[src/rtl/dffe_pipe_init.sv]
// dffe_pipe_init: WIDTH-bit, DEPTH-stage stallable/flushable pipeline register
// with per-stage valid bits, a reset/flush value and optional bubble collapsing.
//
// Parameters
//   WIDTH     data bits per stage
//   DEPTH     number of stages, 1..8
//   INIT      data value loaded into every stage on clr and on flush
//   FALL_EDGE 1: state updates on negedge clk, 0: on posedge clk
//   COLLAPSE  1: invalid stages absorb upstream data while stalled
//             0: strict lockstep shift on en
// Ports
//   clk         clock (only the edge selected by FALL_EDGE is used)
//   clr         synchronous active-high reset
//   en          downstream advance; last stage hands off, pipe shifts
//   flush       synchronous invalidate of all stages
//   in_valid    d carries a valid item
//   d           input data
//   in_ready    combinational: stage 0 loads on the coming active edge
//   q           data of the last stage
//   out_valid   valid bit of the last stage
//   stage_valid valid bit per stage, bit 0 = input stage
//   count       number of valid stages
module dffe_pipe_init #(
    parameter int unsigned      WIDTH     = 32,
    parameter int unsigned      DEPTH     = 2,
    parameter logic [WIDTH-1:0] INIT      = {WIDTH{1'b1}},
    parameter bit               FALL_EDGE = 1'b1,
    parameter bit               COLLAPSE  = 1'b0
) (
    input  logic             clk,
    input  logic             clr,
    input  logic             en,
    input  logic             flush,
    input  logic             in_valid,
    input  logic [WIDTH-1:0] d,
    output logic             in_ready,
    output logic [WIDTH-1:0] q,
    output logic             out_valid,
    output logic [DEPTH-1:0] stage_valid,
    output logic [3:0]       count
);

    logic [DEPTH-1:0][WIDTH-1:0] data_r;
    logic [DEPTH-1:0][WIDTH-1:0] data_nxt;
    logic [DEPTH-1:0]            valid_r;
    logic [DEPTH-1:0]            valid_nxt;
    logic [3:0]                  count_r;
    logic [3:0]                  count_nxt;
    logic [DEPTH:0]              move;
    logic                        take;
    logic                        leave;

    // Move chain: in collapse mode a stage may load whenever it is empty or
    // its downstream neighbour is moving, so bubbles are squeezed out.
    always_comb begin
        move        = '0;
        move[DEPTH] = en;
        for (int i = int'(DEPTH) - 1; i >= 0; i--) begin
            if (COLLAPSE) begin
                move[i] = ~valid_r[i] | move[i+1];
            end else begin
                move[i] = en;
            end
        end
    end

    assign in_ready = move[0] & ~flush & ~clr;
    assign take     = in_valid & in_ready;
    assign leave    = valid_r[DEPTH-1] & en;

    // Next state: clr and flush both restore INIT and clear valid; otherwise
    // each moving stage takes its upstream valid, and data only when valid.
    always_comb begin
        data_nxt  = data_r;
        valid_nxt = valid_r;
        count_nxt = count_r;
        if (clr || flush) begin
            data_nxt  = {DEPTH{INIT}};
            valid_nxt = '0;
            count_nxt = '0;
        end else begin
            if (move[0]) begin
                valid_nxt[0] = in_valid;
                if (in_valid) begin
                    data_nxt[0] = d;
                end
            end
            for (int i = 1; i < int'(DEPTH); i++) begin
                if (move[i]) begin
                    valid_nxt[i] = valid_r[i-1];
                    if (valid_r[i-1]) begin
                        data_nxt[i] = data_r[i-1];
                    end
                end
            end
            count_nxt = count_r + 4'(take) - 4'(leave);
        end
    end

    // State register on the selected clock edge.
    generate
        if (FALL_EDGE) begin : g_negedge
            always_ff @(negedge clk) begin
                data_r  <= data_nxt;
                valid_r <= valid_nxt;
                count_r <= count_nxt;
            end
        end else begin : g_posedge
            always_ff @(posedge clk) begin
                data_r  <= data_nxt;
                valid_r <= valid_nxt;
                count_r <= count_nxt;
            end
        end
    endgenerate

    assign q           = data_r[DEPTH-1];
    assign out_valid   = valid_r[DEPTH-1];
    assign stage_valid = valid_r;
    assign count       = count_r;

endmodule

[config.mk]
export PLATFORM = sky130hd
export DESIGN_NAME = dffe_pipe_init
export DESIGN_NICKNAME = d
export VERILOG_FILES = /design/src/rtl/dffe_pipe_init.sv
export SDC_FILE = /design/constraint.sdc
export NUM_CORES = 1
export LEC_CHECK = 0
export CORE_MARGIN = 2
export CORE_UTILIZATION = 53
export CTS_BUF_LIST = sky130_fd_sc_hd__clkbuf_8
export DETAILED_ROUTE_END_ITERATION = 10
export PLACE_DENSITY = 0.87
export RECOVER_POWER = 50
export SYNTH_ARGS = -nofsm -noshare
export SYNTH_HDL_FRONTEND = slang
export SYNTH_SLANG_ARGS = --single-unit
[constraint.sdc]
create_clock -name clk -period 4.15 [get_ports clk]
set_input_delay 0.83 -clock clk [delete_from_list [all_inputs] [get_ports clk]]
set_output_delay 0.83 -clock clk [all_outputs]
set_load 0.01 [all_outputs]
==> impl_metrics.ini <==
[route]
drtIter0Drc = 107
wl_per_cell_um = 11.7
drt-total-wl_um = 6290
vias = 2558
vias_per_cell = 4.76
drt_pass1_iterations = 4
drc_errors = 0
ant_nets = 0

[cells_and_area]
finalNetCount = 504
final_util = 0.750
final_cell_mix = 130 x nand2_1, 75 x inv_1, 69 x dfxtp_1
mostFrequentLayoutCell = nand2_1
nFillCells = 426
area_delta_synth_final_pct = 35.9
stdcell_area_um2 = 3830
num_antenna_cells = 0
drive_above_1_share = 0.0728

[pwr]
power.leakage_nw = 2.00
pwr-share-comb = 0.065
powerDensity_nw_per_um2 = 431
swShare = 0.291
finalPower_w = 0.00165
power_switching_w = 0.000481
power_frac_clock = 0.511
sequentialPowerShare = 0.423
ir_worst_vdd_v = 0.000257
power.internal_w = 0.00117

[floorplanning]
dieArea_um2 = 5920
fp.dieW_um = 76.9
die_h_um = 76.9
start_util = 0.552
core_area_um2 = 5110
row_count = 26
boundaryPins = 77

[sta]
timing.hold.ws_ns = 0.449
hold_viol = 0
fin_tns_setup_ns = 0
worst_pin_slew_ns = 0.634
maxSlewViolCount = 0
setup_violations = 0
slew_headroom = 0.577
rsz0062_at_grt = false
fin_skew_ns = 0.0161

[clock_network]
cts_root_buf = clkbuf_8
numCtsBuffers = 9
postCtsHoldBufs = 0
clock-sinks = 70
clockBufferDepth = 2
clk_pin_slew_ns = 0.04
cts_tree = done
cts_max_level = 3
clock_latency_ns = 0.39

[critical_path]
critPathArrivalTime_ns = 2.28
worst_setup_path_start_kind = primary input
crit_chain = clkdlybuf4s15_1 -> and2_4 -> nand2_4 -> ha_4 -> inv_2 -> ha_4 -> inv_2 -> fa_2 -> nor2_1
max_stage_delay_ns = 0.51
slowest_stage = fa_2
worstSetupEndpointType = flip-flop
critPathKind = in -> reg
crit_path_max_fanout = 5
cp.required_ns = 2.36

[synth]
synth-compound-area-share = 0.00977
syn_area_um2 = 2820
synthCells = 350
synth_fp_nets = 392
yosysSeqAreaShare = 0.497
synthSimpleGateAreaFrac = 0.313
postSynthRegisterBits = 70
yosysUniqueCellTypes = 18
synth_top_family_by_area = simple AND/OR/NAND/NOR gates
synth_top_cell_by_area = dfxtp_1
avgSynthCellArea_um2 = 8.05
synthAdderAreaFrac = 0.0249
synth_top_area_frac = 0.497
synthMuxAreaShare = 0
synthTopCellsByArea = dfxtp_1 50%, nand2_1 17%, nand3_1 12%
yosys_warnings = 0
synth_xor_xnor_area_share = 0.00622

[global_route]
track_usage = 0.230
grt_max_degree = 67
antenna_found_initial = 0
grt_pass1_wl_um = 10800
grt_pass1_vias = 2693
grt_overflow = 0

[place]
dp_hpwl_um = 3880
gp_congestion = 0.799
port_buffers = 76
place_area_um2 = 3390

[flow_run]
maxCapViolCount = 0

[min_path]
worstHoldPathType = reg -> reg

[run_status]
status = completed
[critical path, delay by kind of cell]
kind                       cells  cell delay (ns)
adders and majority gates      3             0.83
buffers and inverters          3             0.34
and+or+nand+nor                3             0.27
[final cells by class]
class                      instances  area (um2)  area share
clock buffer                       9         124      0.0324
clock inverter                    77         349      0.0912
inverter                           5        18.8     0.00490
multi-input combinational        220        1040       0.273
sequential                        70        1400       0.366
tap                               70        87.6      0.0229
timing repair buffer              86         803       0.210
[metal layers]
layer | part of all wire | global-route usage | vias to the layer above
met5 | 0 | 0 | -
met4 | 0.023 | 0.167 | 0
met3 | 0.059 | 0.112 | 17
met2 | 0.52 | 0.375 | 84
met1 | 0.40 | 0.226 | 1160
li1 | - | - | 1297
[final timing paths]
| kind | start | to | slack [ns] | depth (start not counted) |
|---|---|---|---|---|
| max | en | count[1] | 0.08 | 9 |
| min | data_r[20] | q[20] | 0.45 | 2 |
| max reg2reg | stage_valid[1] | count[1] | 2.51 | 7 |
| min reg2reg | data_r[20] | q[20] | 0.45 | 2 |
[per-stage QoR]
stage	std cells	setup WS, ns
after floorplan	350	-0.226
after global placement	450	-0.568
after detailed placement	450	-0.622
after CTS	537	0.00441
after global routing	537	0.0322
final	537	0.0801
[cell families after synthesis]
family	after synthesis
buffers and inverters	60
AO/OA/AOI/OAI	5
adder cells (fa/ha/maj)	5
XOR/XNOR	2
AND/OR/NAND/NOR	208
flip-flops	70
[cell usage after synthesis]
cell / instances
a21o_1: 1
a21oi_1: 4
and2_1: 5
buf_2: 10
buf_4: 36
buf_6: 6
clkbuf_1: 2
dfxtp_1: 70
fa_1: 1
ha_1: 4
inv_1: 6
nand2_1: 131
nand2b_1: 2
nand3_1: 66
nor2_1: 3
or2_2: 1
xnor2_1: 1
xor2_1: 1
[registers in the layout (all words and copies together), names as in the netlist]
register / count
q: 32
count: 4
stage_valid: 2
data_r: 32
[power by group through the flow]
stage	Clock (W)	Sequential [W]	Combinational [W]
global placement	0.000104	0.000707	0.000107
floorplan	0.000104	0.000707	0.0000622
CTS	0.000879	0.000699	0.000109
finish	0.000844	0.000699	0.000108
global route	0.000969	0.000699	0.000119
detailed placement	0.000104	0.000708	0.000110
[timing repair]
action,4_1_cts,5_1_grt
endpoints found under the setup margin,34,9
resized for setup,36,9
pin swaps,2,0
setup buffers,2,0
Power figures use the tool's default switching activity.
